### config.mk
export PLATFORM = sky130hd
export DESIGN_NAME = mem_lsu_flat
export DESIGN_NICKNAME = d
export VERILOG_FILES = /design/src/rtl/lsu_pkg.sv /design/src/rtl/mem_lsu_if.sv /design/src/rtl/lsu_lane.sv /design/src/rtl/mem_lsu.sv /design/src/flat_wrapper.sv
export SDC_FILE = /design/constraint.sdc
export NUM_CORES = 1
export LEC_CHECK = 0
export ABC_AREA = 0
export CAP_MARGIN = 20
export CORE_MARGIN = 2
export CORE_UTILIZATION = 48
export DETAILED_ROUTE_END_ITERATION = 12
export PLACE_DENSITY = 0.8
export SYNTH_ARGS = -nofsm -noshare
export SYNTH_HDL_FRONTEND = slang
export SYNTH_SLANG_ARGS = --single-unit
### constraint.sdc
create_clock -name clk -period 6.1 [get_ports clk]
set_input_delay 1.525 -clock clk [delete_from_list [all_inputs] [get_ports clk]]
set_output_delay 1.525 -clock clk [all_outputs]
set_load 0.02 [all_outputs]
### src/rtl/lsu_pkg.sv
// Shared encodings for the load/store unit: access sizes, FSM states and word geometry.
package lsu_pkg;

    localparam int WORD_BYTES = 4;
    localparam int WORD_SHIFT = $clog2(WORD_BYTES);

    localparam logic [1:0] SZ_BYTE = 2'b00;
    localparam logic [1:0] SZ_HALF = 2'b01;
    localparam logic [1:0] SZ_WORD = 2'b10;
    localparam logic [1:0] SZ_ILL  = 2'b11;

    localparam logic [2:0] IDLE = 3'd0;
    localparam logic [2:0] RD   = 3'd1;
    localparam logic [2:0] WR   = 3'd2;
    localparam logic [2:0] RESP = 3'd3;
    localparam logic [2:0] ERR  = 3'd4;

endpackage

### src/rtl/mem_lsu_if.sv
// Request/response handshake between core and LSU, plus the LSU-to-RAM word bus.
interface mem_lsu_if;

    logic        req_valid;
    logic        req_ready;
    logic        req_we;
    logic [1:0]  req_size;
    logic        req_unsigned;
    logic [31:0] req_addr;
    logic [31:0] req_wdata;
    logic        resp_valid;
    logic [31:0] resp_rdata;
    logic        resp_err;
    logic        mem_wen;
    logic [31:0] mem_adr;
    logic [31:0] mem_din;
    logic [31:0] mem_dout;

    modport master (
        output req_valid, req_we, req_size, req_unsigned, req_addr, req_wdata,
        input  req_ready, resp_valid, resp_rdata, resp_err
    );

    modport slave (
        input  req_valid, req_we, req_size, req_unsigned, req_addr, req_wdata,
        output req_ready, resp_valid, resp_rdata, resp_err,
        output mem_wen, mem_adr, mem_din,
        input  mem_dout
    );

    modport ram (
        input  mem_wen, mem_adr, mem_din,
        output mem_dout
    );

endinterface

### src/rtl/lsu_lane.sv
// Little-endian lane logic: extracts/extends load data and merges sub-word store data into a word.
module lsu_lane
    import lsu_pkg::*;
(
    input  logic [31:0] word_i,
    input  logic [31:0] wdata_i,
    input  logic [1:0]  off_i,
    input  logic [1:0]  size_i,
    input  logic        unsigned_i,
    output logic [31:0] rdata_o,
    output logic [31:0] merged_o
);

    logic [7:0]  byte_sel;
    logic [15:0] half_sel;

    always_comb begin
        byte_sel = word_i[{off_i, 3'b000} +: 8];
        half_sel = word_i[{off_i[1], 4'b0000} +: 16];
        rdata_o  = word_i;
        merged_o = word_i;
        case (size_i)
            SZ_BYTE: begin
                rdata_o = unsigned_i ? {24'h0, byte_sel} : {{24{byte_sel[7]}}, byte_sel};
                merged_o[{off_i, 3'b000} +: 8] = wdata_i[7:0];
            end
            SZ_HALF: begin
                rdata_o = unsigned_i ? {16'h0, half_sel} : {{16{half_sel[15]}}, half_sel};
                merged_o[{off_i[1], 4'b0000} +: 16] = wdata_i[15:0];
            end
            default: begin
                rdata_o  = word_i;
                merged_o = wdata_i;
            end
        endcase
    end

endmodule

### src/rtl/mem_lsu.sv
// Load/store unit driving a single-port word RAM; sub-word stores are done as read-modify-write.
// Define LSU_ALIGN_CHECK_EN to reject misaligned halfword/word accesses instead of clearing low bits.
module mem_lsu
    import lsu_pkg::*;
#(
    parameter int DEPTH = 128,
    parameter int WIDTH = 32
) (
    input logic      clk,
    input logic      rst,
    mem_lsu_if.slave bus
);

    localparam logic [31:0] DEPTH_U = 32'(DEPTH);

    logic [2:0]       state_q, state_d;
    logic [1:0]       off_q, off_d;
    logic [1:0]       size_q, size_d;
    logic             uns_q, uns_d;
    logic             we_q, we_d;
    logic [WIDTH-1:0] wdata_q, wdata_d;
    logic [WIDTH-1:0] word_q, word_d;
    logic [WIDTH-1:0] mem_din_q, mem_din_d;
    logic [31:0]      mem_adr_q, mem_adr_d;

    logic [31:0]      word_idx;
    logic [1:0]       req_off;
    logic             base_err;
    logic             req_err;
    logic [WIDTH-1:0] lane_word;
    logic [WIDTH-1:0] lane_rdata;
    logic [WIDTH-1:0] lane_merged;

    assign word_idx = bus.req_addr >> WORD_SHIFT;
    assign base_err = (bus.req_size == SZ_ILL) || (word_idx >= DEPTH_U);

    // Halfword/word offsets are forced aligned; with the check enabled a misaligned request never gets this far.
    always_comb begin
        req_off = bus.req_addr[1:0];
        case (bus.req_size)
            SZ_HALF: req_off = {bus.req_addr[1], 1'b0};
            SZ_WORD: req_off = 2'b00;
            default: req_off = bus.req_addr[1:0];
        endcase
    end

`ifdef LSU_ALIGN_CHECK_EN
    logic misalign;
    assign misalign = ((bus.req_size == SZ_HALF) && bus.req_addr[0]) ||
                      ((bus.req_size == SZ_WORD) && (bus.req_addr[1:0] != 2'b00));
    assign req_err  = base_err || misalign;
`else
    assign req_err  = base_err;
`endif

    // In RD the lane merges against the live RAM word; otherwise it extracts from the captured word.
    assign lane_word = (state_q == RD) ? bus.mem_dout : word_q;

    lsu_lane u_lane (
        .word_i     (lane_word),
        .wdata_i    (wdata_q),
        .off_i      (off_q),
        .size_i     (size_q),
        .unsigned_i (uns_q),
        .rdata_o    (lane_rdata),
        .merged_o   (lane_merged)
    );

    always_comb begin
        state_d   = state_q;
        off_d     = off_q;
        size_d    = size_q;
        uns_d     = uns_q;
        we_d      = we_q;
        wdata_d   = wdata_q;
        word_d    = word_q;
        mem_adr_d = mem_adr_q;
        mem_din_d = mem_din_q;
        case (state_q)
            IDLE: begin
                if (bus.req_valid) begin
                    off_d   = req_off;
                    size_d  = bus.req_size;
                    uns_d   = bus.req_unsigned;
                    we_d    = bus.req_we;
                    wdata_d = bus.req_wdata;
                    if (req_err) begin
                        state_d = ERR;
                    end else begin
                        mem_adr_d = word_idx;
                        if (bus.req_we && (bus.req_size == SZ_WORD)) begin
                            mem_din_d = bus.req_wdata;
                            state_d   = WR;
                        end else begin
                            state_d   = RD;
                        end
                    end
                end
            end
            RD: begin
                word_d = bus.mem_dout;
                if (we_q) begin
                    mem_din_d = lane_merged;
                    state_d   = WR;
                end else begin
                    state_d   = RESP;
                end
            end
            WR:      state_d = RESP;
            RESP:    state_d = IDLE;
            ERR:     state_d = IDLE;
            default: state_d = IDLE;
        endcase
    end

    always_ff @(posedge clk or posedge rst) begin
        if (rst) begin
            state_q   <= IDLE;
            off_q     <= '0;
            size_q    <= '0;
            uns_q     <= 1'b0;
            we_q      <= 1'b0;
            wdata_q   <= '0;
            word_q    <= '0;
            mem_adr_q <= '0;
            mem_din_q <= '0;
        end else begin
            state_q   <= state_d;
            off_q     <= off_d;
            size_q    <= size_d;
            uns_q     <= uns_d;
            we_q      <= we_d;
            wdata_q   <= wdata_d;
            word_q    <= word_d;
            mem_adr_q <= mem_adr_d;
            mem_din_q <= mem_din_d;
        end
    end

    assign bus.req_ready  = (state_q == IDLE);
    assign bus.resp_valid = (state_q == RESP) || (state_q == ERR);
    assign bus.resp_err   = (state_q == ERR);
    assign bus.resp_rdata = ((state_q == RESP) && !we_q) ? lane_rdata : '0;
    assign bus.mem_wen    = (state_q == WR);
    assign bus.mem_adr    = mem_adr_q;
    assign bus.mem_din    = mem_din_q;

endmodule

### src/flat_wrapper.sv
// flat-port wrapper written by rule: the top's interface ports become plain ports
module mem_lsu_flat import lsu_pkg::*;
#(
    parameter int DEPTH = 128,
    parameter int WIDTH = 32
)
  (clk, rst, bus_req_valid, bus_req_we, bus_req_size, bus_req_unsigned, bus_req_addr, bus_req_wdata, bus_req_ready, bus_resp_valid, bus_resp_rdata, bus_resp_err, bus_mem_wen, bus_mem_adr, bus_mem_din, bus_mem_dout);
  mem_lsu_if bus_i ();
  input logic clk;
  input logic rst;
  input wire logic [$bits(bus_i.req_valid)-1:0] bus_req_valid;
  input wire logic [$bits(bus_i.req_we)-1:0] bus_req_we;
  input wire logic [$bits(bus_i.req_size)-1:0] bus_req_size;
  input wire logic [$bits(bus_i.req_unsigned)-1:0] bus_req_unsigned;
  input wire logic [$bits(bus_i.req_addr)-1:0] bus_req_addr;
  input wire logic [$bits(bus_i.req_wdata)-1:0] bus_req_wdata;
  output wire logic [$bits(bus_i.req_ready)-1:0] bus_req_ready;
  output wire logic [$bits(bus_i.resp_valid)-1:0] bus_resp_valid;
  output wire logic [$bits(bus_i.resp_rdata)-1:0] bus_resp_rdata;
  output wire logic [$bits(bus_i.resp_err)-1:0] bus_resp_err;
  output wire logic [$bits(bus_i.mem_wen)-1:0] bus_mem_wen;
  output wire logic [$bits(bus_i.mem_adr)-1:0] bus_mem_adr;
  output wire logic [$bits(bus_i.mem_din)-1:0] bus_mem_din;
  input wire logic [$bits(bus_i.mem_dout)-1:0] bus_mem_dout;
  assign bus_i.req_valid = bus_req_valid;
  assign bus_i.req_we = bus_req_we;
  assign bus_i.req_size = bus_req_size;
  assign bus_i.req_unsigned = bus_req_unsigned;
  assign bus_i.req_addr = bus_req_addr;
  assign bus_i.req_wdata = bus_req_wdata;
  assign bus_req_ready = bus_i.req_ready;
  assign bus_resp_valid = bus_i.resp_valid;
  assign bus_resp_rdata = bus_i.resp_rdata;
  assign bus_resp_err = bus_i.resp_err;
  assign bus_mem_wen = bus_i.mem_wen;
  assign bus_mem_adr = bus_i.mem_adr;
  assign bus_mem_din = bus_i.mem_din;
  assign bus_i.mem_dout = bus_mem_dout;
  mem_lsu #(.DEPTH(DEPTH), .WIDTH(WIDTH)) u_core (.clk(clk), .rst(rst), .bus(bus_i));
endmodule
==> impl_metrics.json <==
{
  "cts_made_buffers": 17,
  "cts_setup_buffers": 0,
  "start_kind": "input port",
  "fin_crit_ns": 5.72,
  "ant_nets": 0,
  "wl_met3_um": 2190,
  "grt_max_degree": 78,
  "drc_errors": 0,
  "min_path_type": "reg -> reg",
  "die_area_um2": 14900,
  "wl_met1_um": 8700,
  "synth_top_area_cell": "dfrtp_1",
  "power-per-cell-area_nw_per_um2": 497,
  "insertion_delay_ns": 0.42,
  "post-dp-hpwl_um": 15100,
  "final-hold-violation-count": 0,
  "max_freq_ghz": 0.175,
  "grt_overflow": 0,
  "met2_length_um": 9920,
  "crit_type": "in -> out",
  "max_cap_viol_count": 0,
  "post_drt_wl_per_cell_um": 19.8,
  "worstHoldStart": "u_core.word_q[6]$_DFF_PP0_",
  "io_buffers": 200,
  "tightest_slew_ns": 1.05,
  "grt_first_pass_wirelength_um": 34000,
  "die_width_um": 122,
  "r2r_end": "u_core.bus.mem_din[0]$_DFFE_PP0P_",
  "cts_tree": "built",
  "fin_util_pct": 69.2,
  "first_iter_violations": 753,
  "status": "complete, no violations",
  "synth_edf_count": 0,
  "setup.worst_path.end_class": "output pin",
  "areaGrowthSynthToFinish_pct": 42.4,
  "synth_top_area_share_pct": 50.5,
  "antenna_found_initial": 0,
  "register_area_um2": 3380,
  "top_layer_used": "met4",
  "io_pins": 203,
  "tns_ns": 0,
  "ys_ff_latch": 135,
  "fp.dieH_um": 122,
  "netlist_instances": 704,
  "cts.sinks": 135,
  "netlist_area_um2": 6700,
  "gp_congestion": 0.930,
  "synthTopCellsByArea": "dfrtp_1 (50%), nand2_1 (9.9%), mux2_1 (6.4%)",
  "diodes": 0,
  "multi_input_area_um2": 3020,
  "vias": 6283,
  "dp_cells": 1055,
  "fp-row-count": 43,
  "cts_hold_buf": 0,
  "cp_max_fo": 16,
  "p_total_mw": 4.74,
  "cts-resized-gates": 0,
  "drt_first_pass_iters": 6,
  "initial_core_util_pct": 48.6,
  "seq_area_frac_synth_pct": 50.5,
  "fin_nets": 1005,
  "worstPathArrival_ns": 4.20,
  "stdcell_count": 1087,
  "relSlewSlack_pct": 29.7,
  "p_leak_nw": 4.24,
  "core_area_um2": 13800,
  "crit_required_ns": 4.58,
  "cts.reportedPaths.clkPinSlew_ns": 0.05,
  "cts_root_buf": "clkbuf_16",
  "synth-async-reset-ratio_pct": 100,
  "track_usage_pct": 29.9,
  "rsz0062_at_grt": "no",
  "synth_ff_type": "dfrtp_1",
  "ctsLongestPathBuffers": 2,
  "ys_types": 48,
  "clock_skew_ns": 0.00791,
  "slew_violations": 0,
  "n_fill_cell": 1076,
  "grt_pass1_vias": 6306,
  "synth_area_per_cell_um2": 9.51,
  "wl_um": 21600,
  "min_to": "u_core.word_q[6]$_DFF_PP0_",
  "period_share_pct": 93.8,
  "hold_depth": 2,
  "drive_above_1_share_pct": 6.17,
  "r2r_start": "u_core.size_q[1]$_DFFE_PP0P_",
  "vias_per_cell": 5.78,
  "ir_drop_v": 0.000335,
  "rrSetupSlack_ns": 2.78,
  "yosysWarnings": 0,
  "finalSetupViolCount": 0,
  "reg2regPathDepth": 5,
  "htree_levels": 4
}
cell families after synthesis:
group / after synthesis / synth area share [%]
AOI/OAI and AO/OA: 133 / 13.6
other: 1 / 0.0560
muxes: 65 / 10.8
and+or+nand+nor: 281 / 18.7
buffers and inverters: 81 / 4.91
DFF: 135 / 50.5
adders and majority gates: 8 / 1.50
flip-flops by register name, indices dropped and copies added, names as in the netlist:
name	flops
u_core.bus.mem_din	32
u_core.wdata_q	32
u_core.word_q	32
u_core.bus.mem_adr	30
u_core.state_q	3
u_core.off_q	2
u_core.size_q	2
u_core.uns_q	1
u_core.we_q	1
cell type report:
type                       count  share of cell area [%]
sequential                   135                    35.4
multi-input combinational    489                    31.7
timing repair buffer         213                    22.4
clock buffer                  18                    4.61
tap                          180                    2.36
clock inverter                14                    2.06
inverter                      38                    1.52
critical path: stages:
cell	delay [ns]
clkdlybuf4s50_1	0.53
nor4bb_1	0.38
a211oi_1	0.08
a311oi_1	0.51
a22oi_4	0.28
o21ai_1	0.23
clkdlybuf4s50_1	0.66
layout by cell type, fill, tap and decap left out, types with 11 or more instances in the layout:
cell,count
o21ai_1,20
nor2_1,32
inv_1,36
a21oi_1,24
mux2i_1,24
clkbuf_16,17
nor3_1,12
mux2_1,38
o21ai_0,15
a221oi_1,25
nand2_1,177
clkdlybuf4s50_1,200
dfrtp_1,135
buf_4,11
nor2b_1,24
worst max path at each step:
stage                     startpoint                                end  slack, ns  depth (start not counted)
CTS                 bus_mem_dout[31]                 bus_resp_rdata[23]       0.44                          7
global route        bus_mem_dout[31]                 bus_resp_rdata[23]       0.23                          7
global placement    bus_mem_dout[31]                 bus_resp_rdata[23]       0.48                          7
floorplan                        rst  u_core.bus.mem_adr[0]$_DFFE_PP0P_       0.96                          1
detailed placement  bus_mem_dout[31]                 bus_resp_rdata[23]       0.44                          7
finish              bus_mem_dout[31]                 bus_resp_rdata[23]       0.38                          7
report_power, final:
part           switching, mW  internal (mW)
Clock                  0.407          0.698
Combinational           1.25          0.852
Sequential             0.287           1.24
synth_stat cells (8+ instances only):
library cell / number
a21oi_1: 25
a221oi_1: 25
a31oi_1: 9
buf_2: 8
clkbuf_1: 28
dfrtp_1: 135
ha_1: 8
inv_1: 37
mux2_1: 38
mux2i_1: 24
nand2_1: 177
nor2_1: 32
nor2b_1: 24
nor3_1: 13
nor4_1: 10
o21a_1: 8
o21ai_0: 15
o21ai_1: 20
per-stage QoR:
stage	area, um2	worst slack (ns)	hold WS [ns]
2_1_floorplan	6700	0.964	0.440
3_3_place_gp	8870	0.482	0.455
3_5_place_dp	8900	0.445	0.462
4_1_cts	9540	0.438	0.476
5_1_grt	9540	0.227	0.498
6_report	9540	0.377	0.476
per-layer routing:
layer	up-vias	global-route usage (%)
met5	-	0
met1	3002	40.6
met3	79	8.75
met4	0	12.5
li1	2816	-
met2	386	45.0
No activity file was read; power rests on OpenSTA's default activity.
